===== src/rtl/dmem_arbiter_if.sv =====
// Bundle of both requester ports and the data-memory command/response wires.
// The arbiter uses the slave view; requesters plus memory use the master view.
interface dmem_arbiter_if;
  logic        req0_valid;
  logic        req0_write;
  logic [31:0] req0_addr;
  logic [31:0] req0_wdata;
  logic        req0_ready;
  logic        req1_valid;
  logic        req1_write;
  logic [31:0] req1_addr;
  logic [31:0] req1_wdata;
  logic        req1_ready;
  logic        resp0_valid;
  logic [31:0] resp0_rdata;
  logic        resp1_valid;
  logic [31:0] resp1_rdata;
  logic [31:0] mem_addr;
  logic [31:0] mem_din;
  logic        mem_read;
  logic        mem_write;
  logic [31:0] mem_dout;
  logic        busy;

  modport slave (
    input  req0_valid, req0_write, req0_addr, req0_wdata,
    input  req1_valid, req1_write, req1_addr, req1_wdata,
    input  mem_dout,
    output req0_ready, req1_ready,
    output resp0_valid, resp0_rdata, resp1_valid, resp1_rdata,
    output mem_addr, mem_din, mem_read, mem_write, busy
  );

  modport master (
    output req0_valid, req0_write, req0_addr, req0_wdata,
    output req1_valid, req1_write, req1_addr, req1_wdata,
    output mem_dout,
    input  req0_ready, req1_ready,
    input  resp0_valid, resp0_rdata, resp1_valid, resp1_rdata,
    input  mem_addr, mem_din, mem_read, mem_write, busy
  );
endinterface


===== src/rtl/dmem_arbiter.sv =====
// Round-robin arbiter sharing one single-ported data memory between two
// requesters; one transaction at a time, IDLE -> ACCESS -> RESP.
module dmem_arbiter #(
  parameter int unsigned MEM_LATENCY = 1
) (
  input logic           clk_i,
  input logic           reset_i,
  dmem_arbiter_if.slave bus
);

  typedef enum logic [1:0] {
    IDLE   = 2'd0,
    ACCESS = 2'd1,
    RESP   = 2'd2
  } state_t;

  localparam logic [3:0] CNT_INIT = 4'(MEM_LATENCY - 1);

  state_t      state_q, state_d;
  logic        wr_q, wr_d;
  logic [31:0] addr_q, addr_d;
  logic [31:0] wdata_q, wdata_d;
  logic [31:0] rdata_q, rdata_d;
  logic        owner_q, owner_d;
  logic        last_grant_q, last_grant_d;
  logic [3:0]  cnt_q, cnt_d;

  logic grant_s;
  logic accept_s;
  logic final_s;
  logic in_access_s;
  logic in_resp_s;

  // Grant selection: on a tie the port that did not win last time goes next.
  always_comb begin
    grant_s = 1'b0;
    if (bus.req0_valid && bus.req1_valid) begin
      grant_s = ~last_grant_q;
    end else if (bus.req1_valid) begin
      grant_s = 1'b1;
    end else begin
      grant_s = 1'b0;
    end
  end

  assign accept_s    = !reset_i && (state_q == IDLE) && (bus.req0_valid || bus.req1_valid);
  assign final_s     = (cnt_q == 4'd0);
  assign in_access_s = !reset_i && (state_q == ACCESS);
  assign in_resp_s   = !reset_i && (state_q == RESP);

  // Next-state and latch logic for the transaction sequencer.
  always_comb begin
    state_d      = state_q;
    wr_d         = wr_q;
    addr_d       = addr_q;
    wdata_d      = wdata_q;
    rdata_d      = rdata_q;
    owner_d      = owner_q;
    last_grant_d = last_grant_q;
    cnt_d        = cnt_q;
    case (state_q)
      IDLE: begin
        if (accept_s) begin
          wr_d         = grant_s ? bus.req1_write : bus.req0_write;
          addr_d       = grant_s ? bus.req1_addr  : bus.req0_addr;
          wdata_d      = grant_s ? bus.req1_wdata : bus.req0_wdata;
          owner_d      = grant_s;
          last_grant_d = grant_s;
          cnt_d        = CNT_INIT;
          state_d      = ACCESS;
        end else begin
          state_d = IDLE;
        end
      end
      ACCESS: begin
        if (final_s) begin
          // Stores report zero read data; loads sample memory on the last cycle.
          rdata_d = wr_q ? 32'h0000_0000 : bus.mem_dout;
          state_d = RESP;
        end else begin
          cnt_d = cnt_q - 4'd1;
        end
      end
      RESP: begin
        state_d = IDLE;
      end
      default: begin
        state_d = IDLE;
      end
    endcase
  end

  // State and datapath registers with synchronous reset.
  always_ff @(posedge clk_i) begin
    if (reset_i) begin
      state_q      <= IDLE;
      wr_q         <= 1'b0;
      addr_q       <= 32'h0000_0000;
      wdata_q      <= 32'h0000_0000;
      rdata_q      <= 32'h0000_0000;
      owner_q      <= 1'b0;
      last_grant_q <= 1'b1;
      cnt_q        <= 4'd0;
    end else begin
      state_q      <= state_d;
      wr_q         <= wr_d;
      addr_q       <= addr_d;
      wdata_q      <= wdata_d;
      rdata_q      <= rdata_d;
      owner_q      <= owner_d;
      last_grant_q <= last_grant_d;
      cnt_q        <= cnt_d;
    end
  end

  // Output decode; everything is gated off while reset is high.
  always_comb begin
    bus.req0_ready  = accept_s && !grant_s;
    bus.req1_ready  = accept_s && grant_s;
    bus.mem_addr    = in_access_s ? addr_q  : 32'h0000_0000;
    bus.mem_din     = in_access_s ? wdata_q : 32'h0000_0000;
    bus.mem_read    = in_access_s && !wr_q;
    bus.mem_write   = in_access_s && wr_q && final_s;
    bus.resp0_valid = in_resp_s && !owner_q;
    bus.resp1_valid = in_resp_s && owner_q;
    bus.resp0_rdata = (in_resp_s && !owner_q) ? rdata_q : 32'h0000_0000;
    bus.resp1_rdata = (in_resp_s && owner_q)  ? rdata_q : 32'h0000_0000;
    bus.busy        = !reset_i && (state_q != IDLE);
  end

endmodule


===== src/flat_wrapper.sv =====
// flat-port wrapper written by rule: the top's interface ports become plain ports
module dmem_arbiter_flat 
#(
  parameter int unsigned MEM_LATENCY = 1
)
  (clk_i, reset_i, bus_req0_valid, bus_req0_write, bus_req0_addr, bus_req0_wdata, bus_req1_valid, bus_req1_write, bus_req1_addr, bus_req1_wdata, bus_mem_dout, bus_req0_ready, bus_req1_ready, bus_resp0_valid, bus_resp0_rdata, bus_resp1_valid, bus_resp1_rdata, bus_mem_addr, bus_mem_din, bus_mem_read, bus_mem_write, bus_busy);
  dmem_arbiter_if bus_i ();
  input logic clk_i;
  input logic reset_i;
  input wire logic [$bits(bus_i.req0_valid)-1:0] bus_req0_valid;
  input wire logic [$bits(bus_i.req0_write)-1:0] bus_req0_write;
  input wire logic [$bits(bus_i.req0_addr)-1:0] bus_req0_addr;
  input wire logic [$bits(bus_i.req0_wdata)-1:0] bus_req0_wdata;
  input wire logic [$bits(bus_i.req1_valid)-1:0] bus_req1_valid;
  input wire logic [$bits(bus_i.req1_write)-1:0] bus_req1_write;
  input wire logic [$bits(bus_i.req1_addr)-1:0] bus_req1_addr;
  input wire logic [$bits(bus_i.req1_wdata)-1:0] bus_req1_wdata;
  input wire logic [$bits(bus_i.mem_dout)-1:0] bus_mem_dout;
  output wire logic [$bits(bus_i.req0_ready)-1:0] bus_req0_ready;
  output wire logic [$bits(bus_i.req1_ready)-1:0] bus_req1_ready;
  output wire logic [$bits(bus_i.resp0_valid)-1:0] bus_resp0_valid;
  output wire logic [$bits(bus_i.resp0_rdata)-1:0] bus_resp0_rdata;
  output wire logic [$bits(bus_i.resp1_valid)-1:0] bus_resp1_valid;
  output wire logic [$bits(bus_i.resp1_rdata)-1:0] bus_resp1_rdata;
  output wire logic [$bits(bus_i.mem_addr)-1:0] bus_mem_addr;
  output wire logic [$bits(bus_i.mem_din)-1:0] bus_mem_din;
  output wire logic [$bits(bus_i.mem_read)-1:0] bus_mem_read;
  output wire logic [$bits(bus_i.mem_write)-1:0] bus_mem_write;
  output wire logic [$bits(bus_i.busy)-1:0] bus_busy;
  assign bus_i.req0_valid = bus_req0_valid;
  assign bus_i.req0_write = bus_req0_write;
  assign bus_i.req0_addr = bus_req0_addr;
  assign bus_i.req0_wdata = bus_req0_wdata;
  assign bus_i.req1_valid = bus_req1_valid;
  assign bus_i.req1_write = bus_req1_write;
  assign bus_i.req1_addr = bus_req1_addr;
  assign bus_i.req1_wdata = bus_req1_wdata;
  assign bus_i.mem_dout = bus_mem_dout;
  assign bus_req0_ready = bus_i.req0_ready;
  assign bus_req1_ready = bus_i.req1_ready;
  assign bus_resp0_valid = bus_i.resp0_valid;
  assign bus_resp0_rdata = bus_i.resp0_rdata;
  assign bus_resp1_valid = bus_i.resp1_valid;
  assign bus_resp1_rdata = bus_i.resp1_rdata;
  assign bus_mem_addr = bus_i.mem_addr;
  assign bus_mem_din = bus_i.mem_din;
  assign bus_mem_read = bus_i.mem_read;
  assign bus_mem_write = bus_i.mem_write;
  assign bus_busy = bus_i.busy;
  dmem_arbiter #(.MEM_LATENCY(MEM_LATENCY)) u_core (.clk_i(clk_i), .reset_i(reset_i), .bus(bus_i));
endmodule

===== config.mk =====
export PLATFORM = sky130hd
export DESIGN_NAME = dmem_arbiter_flat
export DESIGN_NICKNAME = d
export VERILOG_FILES = /design/src/rtl/dmem_arbiter_if.sv /design/src/rtl/dmem_arbiter.sv /design/src/flat_wrapper.sv
export SDC_FILE = /design/constraint.sdc
export NUM_CORES = 1
export LEC_CHECK = 0
export ABC_AREA = 1
export ABC_CLOCK_PERIOD_IN_PS = 2670
export CAP_MARGIN = 20
export CORE_MARGIN = 4
export CORE_UTILIZATION = 43
export DETAILED_ROUTE_END_ITERATION = 12
export PLACE_DENSITY = 0.95
export SLEW_MARGIN = 20
export SYNTH_ARGS = -nofsm -noshare
export SYNTH_HDL_FRONTEND = slang
export SYNTH_SLANG_ARGS = --single-unit

===== constraint.sdc =====
create_clock -name clk_i -period 2.67 [get_ports clk_i]
set_input_delay 0.4005 -clock clk_i [delete_from_list [all_inputs] [get_ports clk_i]]
set_output_delay 0.4005 -clock clk_i [all_outputs]
set_load 0.03 [all_outputs]

==> flow_summary_export.csv <==
group,metric,value,unit
outcome,status,"finished clean",
timing,rsz0062_at_grt,"no",
detailed_routing,wl_met1,7411,µm
synth,synth_top_area_cell,"dfxtp_1",
pwr,p_per_area,437.6,nW/µm²
detailed_routing,dr_wl_met3,1761,µm
timing,fmax,399.8,MHz
detailed_routing,drcViolationCount,0,
detailed_routing,drt_iter0_drc,482,
floorplan,ios,301,
worst_setup_path,crit_fanout,42,
clocking,insertion_delay,0.34,ns
global_route,overflow,0,
clocking,clk_pin_slew,0.07,ns
global_route,grtUsageTotal,24.69,%
floorplan,initial_core_util,44.55,%
detailed_routing,drtPass1Iterations,6,
final_layout,final_area,8886,µm²
synth,yosys.cell_count.top_type,"nand2_1",
synth,syn-cell-area,5690,µm²
floorplan,die_area,15140,µm²
floorplan,die_h,123.0,µm
timing,finalSetupTns,0,ns
synth,synth_area_leaders,"dfxtp_1, nand2_1, nand3_1",
place,dp_hpwl,14480,µm
synth,syn_inst,958,
clocking,cts-hold-fix-buffers,0,
clocking,cts_buffer_depth,2,
global_route,grt_pass1_wl,29850,µm
synth,yosysUniqueCellTypes,15,
detailed_routing,vias,6797,
timing,post-route-min-period,2.501,ns
place,pre_cts_slack,0.2243,ns
timing,setup_violations,0,
global_route,grt_start_max_net_pins,89,
place,io_buffers,300,
synth,async_flop_share,0,%
timing,layout_setup_ws,0.1690,ns
clocking,cts.sinks,105,
timing,period_share,93.67,%
synth,yosysTopAreaCellShare,36.94,%
final_layout,antenna_cells,0,
floorplan,fp.coreArea,12770,µm²
final_layout,finalNetCount,1386,
worst_setup_path,critPathLaunchType,"register",
synth,syn_nets,1126,
synth,seq_area_frac_synth,36.94,%
synth,synth_seq_cells,105,
detailed_routing,wl,19630,µm
timing,slew_headroom,37.11,%
final_layout,drive_gt1_share,6.547,%
timing,hold_viol_final,0,
detailed_routing,ant_nets,0,
synth,synth_edf_count,0,
clocking,cts_setup_buffers,0,
floorplan,dieWidth,123.0,µm
clocking,cts_buffers,9,
worst_setup_path,end_kind,"output pin",
final_layout,syn_to_final_growth,56.16,%
global_route,grt_pass1_vias,6267,
worst_setup_path,critPathKind,"register to output pin",
place,place_area,8608,µm²
detailed_routing,met2_length,10090,µm
pwr,power.leakage,3.616,nW
worst_hold_path,hp-class,"input port to register",
clocking,cts_root_buf,"clkbuf_16",
worst_setup_path,critPathRequiredTime,2.27,ns
timing,finalClockSkew,0.004569,ns
clocking,cts.htree.levels,3,
floorplan,rows,41,
pwr,vdd.ir_drop.worst,0.3164,mV
timing,drv_slew,0,
detailed_routing,wl_per_cell,14.08,µm
synth,synth_warnings,0,
flow_run,drv_cap,0,
worst_setup_path,critPathArrivalTime,2.10,ns
detailed_routing,vias_per_cell,4.876,
synth,avgSynthCellArea,5.940,µm²
clocking,postCtsResizedCells,0,
clocking,cts_tree,"done",
place,place_congestion,0.8483,
synth,synth_ff_type,"dfxtp_1",
detailed_routing,highest_layer,"met4",
timing,tightest_slew,0.9434,ns
global_route,antenna_found_initial,0,
final_layout,nFillCells,1085,
synth,synth_common_cells,"nand2_1, nor2_1, nand3_1",
[layout by cell type, fill, tap and decap left out]
cell,n
buf_6,1
clkdlybuf4s50_1,259
buf_12,1
clkbuf_1,1
buf_2,2
clkinv_2,1
nand2_1,311
nand4_1,1
clkbuf_16,9
inv_6,1
dfxtp_1,105
nand2_2,3
buf_4,54
dlymetal6s2s_1,1
a21oi_1,88
nand3_4,1
ha_1,2
clkinvlp_4,2
nor2_2,2
nor2_1,142
inv_1,115
nand3_1,117
inv_2,2
clkbuf_8,1
[state kept, by name (all words and copies together), names as in the netlist]
name	count
u_core.addr_q	32
u_core.rdata_q	32
u_core.wdata_q	32
u_core.cnt_q	4
u_core.state_q	2
u_core.last_grant_q	1
u_core.owner_q	1
u_core.wr_q	1
[area by class of cell]
| class | instances | area (µm²) | share of cell area, % |
|---|---|---|---|
| Timing Repair Buffer | 318 | 3052 | 34.34 |
| Sequential cell | 105 | 2102 | 23.66 |
| Inverter | 117 | 439.2 | 4.942 |
| Clock inverter | 4 | 28.78 | 0.3239 |
| Tap cell | 172 | 215.2 | 2.422 |
| Clock buffer | 11 | 242.7 | 2.732 |
| Multi-Input combinational cell | 667 | 2806 | 31.58 |
[cells by family (layout without fill, tap and decap cells)]
| kind of cell | count (synthesis) | count (layout) | share of synthesized area [%] |
|---|---|---|---|
| flops | 105 | 105 | 36.94 |
| compound gates | 88 | 88 | 7.740 |
| simple gates | 577 | 577 | 41.01 |
| buf+inv | 186 | 450 | 13.87 |
| fa+ha+maj | 2 | 2 | 0.4397 |
[critical path, cell delays in order (launching register included)]
cell and delay, ns:
dfxtp_1 0.34, inv_1 0.06, nand2_1 0.08, inv_1 0.15
nand2_2 0.08, buf_6 0.20, nor2_1 0.15, clkdlybuf4s50_1 0.69
[stage by stage]
step                      hold WS (ns)  total power [mW]  std cells  util, %
final                           0.4072             3.889       1394    69.57
after global routing            0.4166             4.088       1394    69.57
after CTS                       0.3959             3.911       1394    69.52
after detailed placement        0.4555             2.679       1379    67.39
after global placement          0.4516             2.657       1379    67.39
after floorplan                 0.4421             2.276        958        -
[power by group]
group / total, mW / internal (mW) / switching [mW]
clock: 1.24 / 0.656 / 0.585
combinational: 0.915 / 0.416 / 0.499
sequential: 1.73 / 1.67 / 0.0587
[final timing paths]
kind,startpoint,endpoint,slack (ns),cells past startpoint
setup / recovery,u_core.state_q[1]$_SDFFE_PP0P_,bus_mem_din[16],0.17,7
hold / removal,reset_i,u_core.last_grant_q$_SDFFE_PP1P_,0.41,3
setup reg to reg,u_core.cnt_q[0]$_SDFFE_PP0P_,u_core.rdata_q[17]$_SDFFE_PP0P_,0.67,9
hold reg to reg,u_core.addr_q[3]$_SDFFE_PP0P_,u_core.addr_q[3]$_SDFFE_PP0P_,0.46,2
[layer usage]
layer	up-vias	global-route usage (%)
li1	3431	-
met1	3076	27.14
met2	259	45.85
met3	31	7.685
met4	0	6.505
met5	-	0
Note: power is estimated with default switching activity, not from simulation.
